### src/rtl/mem_stage_ctrl_if.sv
// Data-memory bus between the MEM-stage controller and the data memory.
// The controller drives the request side; the memory answers with ack/read data.
interface mem_stage_ctrl_if;
    logic        oMemReq;
    logic        oMemWe;
    logic [31:0] oMemAddr;
    logic [31:0] oMemWData;
    logic [31:0] iMemRData;
    logic        iMemAck;

    modport master (
        output oMemReq,
        output oMemWe,
        output oMemAddr,
        output oMemWData,
        input  iMemRData,
        input  iMemAck
    );

    modport slave (
        input  oMemReq,
        input  oMemWe,
        input  oMemAddr,
        input  oMemWData,
        output iMemRData,
        output iMemAck
    );
endinterface

### src/rtl/mem_stage_ctrl.sv
// Memory-stage controller: sits behind the EX/MEM register, runs the data-memory
// request/ack handshake, stalls the front of the pipe while an access is
// outstanding, resolves branches/jumps and fills the MEM/WB register.
module mem_stage_ctrl #(
    parameter int TIMEOUT_CYCLES = 16,
    parameter int CNT_W          = 5
) (
    input  logic                   clock,
    input  logic                   reset,
    input  logic                   iRegWrite,
    input  logic                   iMemRead,
    input  logic                   iMemWrite,
    input  logic                   iMemToReg,
    input  logic                   iBranchs,
    input  logic                   iJumps,
    input  logic [31:0]            iPC,
    input  logic [31:0]            iResult,
    input  logic [31:0]            iB,
    input  logic [31:0]            iBranch,
    input  logic [31:0]            iJump,
    input  logic                   iZero,
    input  logic [4:0]             iRegDest,
    mem_stage_ctrl_if.master       mem,
    output logic                   oStall,
    output logic                   oPCSrc,
    output logic [31:0]            oPCTarget,
    output logic                   oFlush,
    output logic                   oWbRegWrite,
    output logic                   oWbMemToReg,
    output logic [31:0]            oWbReadData,
    output logic [31:0]            oWbResult,
    output logic [4:0]             oWbRegDest,
    output logic [31:0]            oWbPC,
    output logic                   oMemErr
);

    typedef enum logic {
        IDLE,
        WAIT
    } state_t;

    // The counter holds how many request cycles the access has already used,
    // so the first WAIT cycle sees 1 (the IDLE request cycle counts too).
    localparam bit               TIMEOUT_EN   = (TIMEOUT_CYCLES != 0);
    localparam logic [CNT_W-1:0] TIMEOUT_LAST = (TIMEOUT_CYCLES > 1) ? CNT_W'(TIMEOUT_CYCLES - 1) : '0;

    state_t           state;
    state_t           stateNext;
    logic [CNT_W-1:0] cnt;
    logic [CNT_W-1:0] cntNext;

    logic memOp;
    logic timeout;
    logic done;
    logic redirect;

    assign memOp   = iMemRead | iMemWrite;
    assign timeout = (state == WAIT) && TIMEOUT_EN && (cnt >= TIMEOUT_LAST);
    assign done    = mem.iMemAck | timeout;

    assign mem.oMemReq   = memOp & ~reset;
    assign mem.oMemWe    = iMemWrite & mem.oMemReq;
    assign mem.oMemAddr  = iResult;
    assign mem.oMemWData = iB;

    assign oStall    = memOp & ~done & ~reset;
    assign redirect  = ((iBranchs & iZero) | iJumps) & ~oStall & ~reset;
    assign oPCSrc    = redirect;
    assign oFlush    = redirect;
    assign oPCTarget = iJumps ? iJump : iBranch;

    // FSM state and wait-counter register
    always_ff @(posedge clock) begin
        if (reset) begin
            state <= IDLE;
            cnt   <= '0;
        end else begin
            state <= stateNext;
            cnt   <= cntNext;
        end
    end

    // Next-state: leave IDLE only when the memory did not answer at once
    always_comb begin
        stateNext = state;
        cntNext   = cnt;
        case (state)
            IDLE: begin
                if (memOp && !mem.iMemAck) begin
                    stateNext = WAIT;
                    cntNext   = CNT_W'(1);
                end else begin
                    cntNext   = '0;
                end
            end
            WAIT: begin
                if (done) begin
                    stateNext = IDLE;
                    cntNext   = '0;
                end else begin
                    cntNext   = cnt + CNT_W'(1);
                end
            end
            default: begin
                stateNext = IDLE;
                cntNext   = '0;
            end
        endcase
    end

    // MEM/WB register: bubbles while stalled, real entry once the access is done
    always_ff @(posedge clock) begin
        if (reset) begin
            oWbRegWrite <= 1'b0;
            oWbMemToReg <= 1'b0;
            oWbReadData <= '0;
            oWbResult   <= '0;
            oWbRegDest  <= '0;
            oWbPC       <= '0;
            oMemErr     <= 1'b0;
        end else begin
            if (oStall) begin
                oWbRegWrite <= 1'b0;
                oWbMemToReg <= 1'b0;
                oMemErr     <= 1'b0;
            end else begin
                oWbRegWrite <= iRegWrite;
                oWbMemToReg <= iMemToReg;
                oWbResult   <= iResult;
                oWbRegDest  <= iRegDest;
                oWbPC       <= iPC;
                oMemErr     <= timeout & ~mem.iMemAck;
            end
            if (iMemRead && mem.iMemAck) begin
                oWbReadData <= mem.iMemRData;
            end else if (iMemRead && timeout) begin
                oWbReadData <= '0;
            end
        end
    end

endmodule

### src/flat_wrapper.sv
// flat-port wrapper written by rule: the top's interface ports become plain ports
module mem_stage_ctrl_flat 
#(
    parameter int TIMEOUT_CYCLES = 16,
    parameter int CNT_W          = 5
)
  (clock, reset, iRegWrite, iMemRead, iMemWrite, iMemToReg, iBranchs, iJumps, iPC, iResult, iB, iBranch, iJump, iZero, iRegDest, oStall, oPCSrc, oPCTarget, oFlush, oWbRegWrite, oWbMemToReg, oWbReadData, oWbResult, oWbRegDest, oWbPC, oMemErr, mem_oMemReq, mem_oMemWe, mem_oMemAddr, mem_oMemWData, mem_iMemRData, mem_iMemAck);
  mem_stage_ctrl_if mem_i ();
  input  logic clock;
  input  logic reset;
  input  logic iRegWrite;
  input  logic iMemRead;
  input  logic iMemWrite;
  input  logic iMemToReg;
  input  logic iBranchs;
  input  logic iJumps;
  input  logic [31:0] iPC;
  input  logic [31:0] iResult;
  input  logic [31:0] iB;
  input  logic [31:0] iBranch;
  input  logic [31:0] iJump;
  input  logic iZero;
  input  logic [4:0] iRegDest;
  output logic oStall;
  output logic oPCSrc;
  output logic [31:0] oPCTarget;
  output logic oFlush;
  output logic oWbRegWrite;
  output logic oWbMemToReg;
  output logic [31:0] oWbReadData;
  output logic [31:0] oWbResult;
  output logic [4:0] oWbRegDest;
  output logic [31:0] oWbPC;
  output logic oMemErr;
  output wire logic [$bits(mem_i.oMemReq)-1:0] mem_oMemReq;
  output wire logic [$bits(mem_i.oMemWe)-1:0] mem_oMemWe;
  output wire logic [$bits(mem_i.oMemAddr)-1:0] mem_oMemAddr;
  output wire logic [$bits(mem_i.oMemWData)-1:0] mem_oMemWData;
  input wire logic [$bits(mem_i.iMemRData)-1:0] mem_iMemRData;
  input wire logic [$bits(mem_i.iMemAck)-1:0] mem_iMemAck;
  assign mem_oMemReq = mem_i.oMemReq;
  assign mem_oMemWe = mem_i.oMemWe;
  assign mem_oMemAddr = mem_i.oMemAddr;
  assign mem_oMemWData = mem_i.oMemWData;
  assign mem_i.iMemRData = mem_iMemRData;
  assign mem_i.iMemAck = mem_iMemAck;
  mem_stage_ctrl #(.TIMEOUT_CYCLES(TIMEOUT_CYCLES), .CNT_W(CNT_W)) u_core (.clock(clock), .reset(reset), .iRegWrite(iRegWrite), .iMemRead(iMemRead), .iMemWrite(iMemWrite), .iMemToReg(iMemToReg), .iBranchs(iBranchs), .iJumps(iJumps), .iPC(iPC), .iResult(iResult), .iB(iB), .iBranch(iBranch), .iJump(iJump), .iZero(iZero), .iRegDest(iRegDest), .mem(mem_i), .oStall(oStall), .oPCSrc(oPCSrc), .oPCTarget(oPCTarget), .oFlush(oFlush), .oWbRegWrite(oWbRegWrite), .oWbMemToReg(oWbMemToReg), .oWbReadData(oWbReadData), .oWbResult(oWbResult), .oWbRegDest(oWbRegDest), .oWbPC(oWbPC), .oMemErr(oMemErr));
endmodule
### config.mk
export PLATFORM = sky130hd
export DESIGN_NAME = mem_stage_ctrl_flat
export DESIGN_NICKNAME = d
export VERILOG_FILES = /design/src/rtl/mem_stage_ctrl_if.sv /design/src/rtl/mem_stage_ctrl.sv /design/src/flat_wrapper.sv
export SDC_FILE = /design/constraint.sdc
export NUM_CORES = 1
export LEC_CHECK = 0
export CAP_MARGIN = 20
export CORE_AREA = 3 3 158 160
export CTS_CLUSTER_SIZE = 14
export DETAILED_ROUTE_END_ITERATION = 16
export DIE_AREA = 0 0 161 163
export GPL_TIMING_DRIVEN = 0
export PLACE_DENSITY_LB_ADDON = 0.25
export SYNTH_ARGS = -nofsm -noshare
export SYNTH_HDL_FRONTEND = slang
export SYNTH_SLANG_ARGS = --single-unit
### constraint.sdc
create_clock -name clock -period 2.24 [get_ports clock]
set_input_delay 0.448 -clock clock [delete_from_list [all_inputs] [get_ports clock]]
set_output_delay 0.448 -clock clock [all_outputs]
set_load 0.01 [all_outputs]
==> metrics.md <==
| Metric | Value |
|---|---|
| Share of cells above drive strength 1 | 15.8% |
| Routed len/inst | 16.4 um |
| Peak supply drop | 0.389 mV |
| Crit-path cells | ha_4, and3_4, ha_4, o21a_1, a2111oi_4, buf_12, buf_12, nor3_4, buf_6, buf_6 |
| Mapped Nets | 795 |
| Reg2Reg Depth | 9 |
| Drt initial violations | 106 |
| Max incr delay on CP | 360 ps |
| Fin crit share | 116% |
| Met2 wire len | 11500 um |
| Clock slew at reported path FFs | 80 ps |
| Sequential share of the synthesized area | 39.1% |
| Drc violations | 0 |
| Post-synthesis cell count | 586 |
| Largest net degree at the start of global routing | 21 |
| Detail Placement HPWL | 17600 um |
| Worst endpoint required time | 1790 ps |
| Reg2reg setup slack | 70 ps |
| Top sig layer | met4 |
| RSZ-0062 raised after global routing | yes |
| Vias in the first global route | 5375 |
| Worst Hold Path Cells | 2 |
| Status | finished with violations |
| CTS tree | built |
| Critical Path Fanout Max | 2 |
| First-pass GRT wire length | 31200 um |
| Clk root buf | clkbuf_16 |
| Congestion Overflow GR | 0 |
| Dpl cells | 1282 |
| Fin cells | 1305 |
| Die Wd | 161 um |
| Yosys reg bits | 110 |
| Fin. Hold Viols | 0 |
| Crit Reg-Reg Startpoint | u_core.cnt[0] |
| FMAX | 385 MHz |
| Max_cap viols | 0 |
| Initial Util | 23.9% |
| Nets | 1189 |
| Vias | 5275 |
| Hold-fix buffers at CTS | 0 |
| Routed met3 length | 1350 um |
| CP endpoint kind | output port |
| Post-synth top area share | 39.1% |
| YS warnings | 0 |
| # rows | 56 |
| Fin crit period | 2600 ps |
| Leakage | 3.98 nW |
| Syn-to-layout area delta | 82.4% |
| Top cells by area, synth | dfxtp_1 39%, nand2b_1 19%, mux2i_1 12%, buf_4 8.7%, mux2_2 6.4% |
| CTS H-tree lvls | 3 |
| Clk_skew | 14.4 ps |
| Total CTS buffers | 9 |
| Yosys cell types | 31 |
| Die Ht | 163 um |
| CP max stage cell | dfxtp_4 |
| Die ar. | 26200 um2 |
| All-Layer GR Usage | 15.5% |
| Gpl congestion | 0.740 |
| Final setup margin | -355 ps |
| R2R Path End | u_core.oWbResult[21] |
| WL met1 | 7980 um |
| Crit path DAT | 2150 ps |
| Synthesized cell area | 5630 um2 |
| CORE AREA | 23500 um2 |
| Average cell area after synthesis | 9.60 um2 |
| IO Pins | 412 |
| Hold Crit Class | flip-flop to flip-flop |
| Critical Path Start Type | flip-flop |
| Hold Startpoint | u_core.oWbReadData[14] |
| Pwr Density | 520 nW/um2 |
| Dominant cell type by area after synthesis | dfxtp_1 |
| Via density per instance | 4.04 |
| Crit Path Category | flip-flop to output port |
| Dpl ws | -780 ps |
| Slew headroom | 63.7% |
| Clk sink count | 110 |
| Slew Limit Fails | 0 |
| Failing checks | negative setup slack |
| Endpoints failing setup | 3 |
| Routed wire length | 21300 um |
| Number of port buffers | 377 |
| Worst skew pair latency | 360 ps |
| Worst-margin pin slew | 544 ps |
| CP Capture Point | oPCSrc |
| Crit path from | u_core.cnt[0] |
| Remaining antenna violation count after routing | 0 |
| First-pass detailed-route iteration total | 4 |
| Initial antenna violation count | 1 |
| Clock buffer depth | 2 |
## report_power, final
| group | switching [mW] | leakage [nW] | total (mW) | internal (mW) |
|---|---|---|---|---|
| Combinational | 0.540 | 2.92 | 1.48 | 0.944 |
| Sequential | 0.0609 | 0.909 | 2.14 | 2.08 |
| Clock | 0.817 | 0.151 | 1.71 | 0.895 |
| Total | 1.42 | 3.98 | 5.33 | 3.91 |
## cells in the final DEF, fill, tap and decap left out, types with 3 or more instances in the layout
cell type | synthesis | final
dfxtp_1 | 110 | 108
clkbuf_1 | 25 | 18
buf_12 | 8 | 8
o21ai_0 | 19 | 19
o21ai_1 | 14 | 14
buf_4 | 65 | 73
nor2_1 | 8 | 6
mux2_2 | 32 | 32
clkbuf_16 | 0 | 9
buf_6 | 1 | 3
nand2b_1 | 170 | 170
buf_2 | 4 | 5
mux2i_1 | 69 | 69
clkdlybuf4s50_1 | 0 | 369
dlygate4sd2_1 | 0 | 3
nand2_1 | 33 | 32
clkbuf_2 | 2 | 5
## metrics by stage
step | instance area [um2] | utilization (%) | hold WS [ps] | setup TNS, ps | power [mW]
6_report | 10300 | 43.6 | 465 | -859 | 5.33
3_5_place_dp | 9850 | 41.8 | 453 | -12630 | 3.69
5_1_grt | 10300 | 43.6 | 486 | -1470 | 5.59
4_1_cts | 10200 | 43.5 | 469 | -1450 | 5.44
2_1_floorplan | 5670 | - | 482 | 0 | 2.77
3_3_place_gp | 9850 | 41.8 | 453 | -12920 | 3.68
## flip-flops by register name (all words and copies together), names as in the netlist
signal              count
u_core.oWbPC           32
u_core.oWbReadData     32
u_core.oWbResult       32
u_core.cnt              5
u_core.oWbRegDest       5
u_core.oMemErr          1
u_core.oWbMemToReg      1
u_core.oWbRegWrite      1
u_core.state            1
## layer usage
metal / vias to the layer above / GRT usage [%]
li1: 2632 / -
met1: 2408 / 16.7
met2: 213 / 29.4
met3: 22 / 3.46
met4: 0 / 5.79
met5: - / 0
## worst min-delay path by stage
stage | end | slack [ps]
2_1_floorplan | u_core.cnt[3] | 480
3_3_place_gp | u_core.oWbReadData[7] | 450
3_5_place_dp | u_core.oWbReadData[9] | 450
4_1_cts | u_core.oWbReadData[9] | 470
5_1_grt | u_core.oWbReadData[14] | 490
6_report | u_core.oWbReadData[14] | 470
## Yosys cell counts
cell type	instances
clkbuf_2	2
nor2b_1	2
a2111oi_4	1
a2111oi_0	1
and3b_1	1
buf_6	1
buf_4	65
mux2i_1	69
and3_1	2
and4_4	1
xnor2_1	1
nand2_1	33
buf_12	8
dfxtp_1	110
nor3b_1	2
a2bb2oi_1	1
inv_1	2
nand4_1	2
clkbuf_1	25
nor2_1	8
o21ai_1	14
a21oi_1	2
ha_1	2
mux2_2	32
o21ai_0	19
o41ai_1	1
a31oi_1	1
buf_2	4
nand2b_1	170
nor3_1	3
o21a_1	1
## kinds of logic after synthesis
kind of cell / after synthesis / share of synthesized area, %
xor+xnor: 1 / 0.156
flops: 110 / 39.1
simple gates: 224 / 23.2
fa+ha+maj: 2 / 0.445
compound gates: 41 / 4.32
mux: 101 / 18.7
buf+inv: 107 / 14.1
## worst max-delay path, delay by kind of cell (launching register included)
kind / cells / cell delay (ps)
simple gates: 2 / 220
compound gates: 2 / 450
fa+ha+maj: 2 / 300
flops: 1 / 360
buf+inv: 4 / 480
## timing repair
action	in CTS	in global routing
buffers inserted	7	0
setup endpoints to repair	34	77
pin swaps	7	1
resized for setup	33	7
## layout make-up
class                      count  area (um2)
multi-input combinational    369        2700
buffer                       104         807
clock inverter                 7        91.3
inverter                       2        7.51
timing repair buffer         384        3820
tap                          319         399
antenna                        1        2.50
fill                        2375       13300
sequential                   110        2210
clock buffer                   9         225
(Power assumes the default switching activity.)
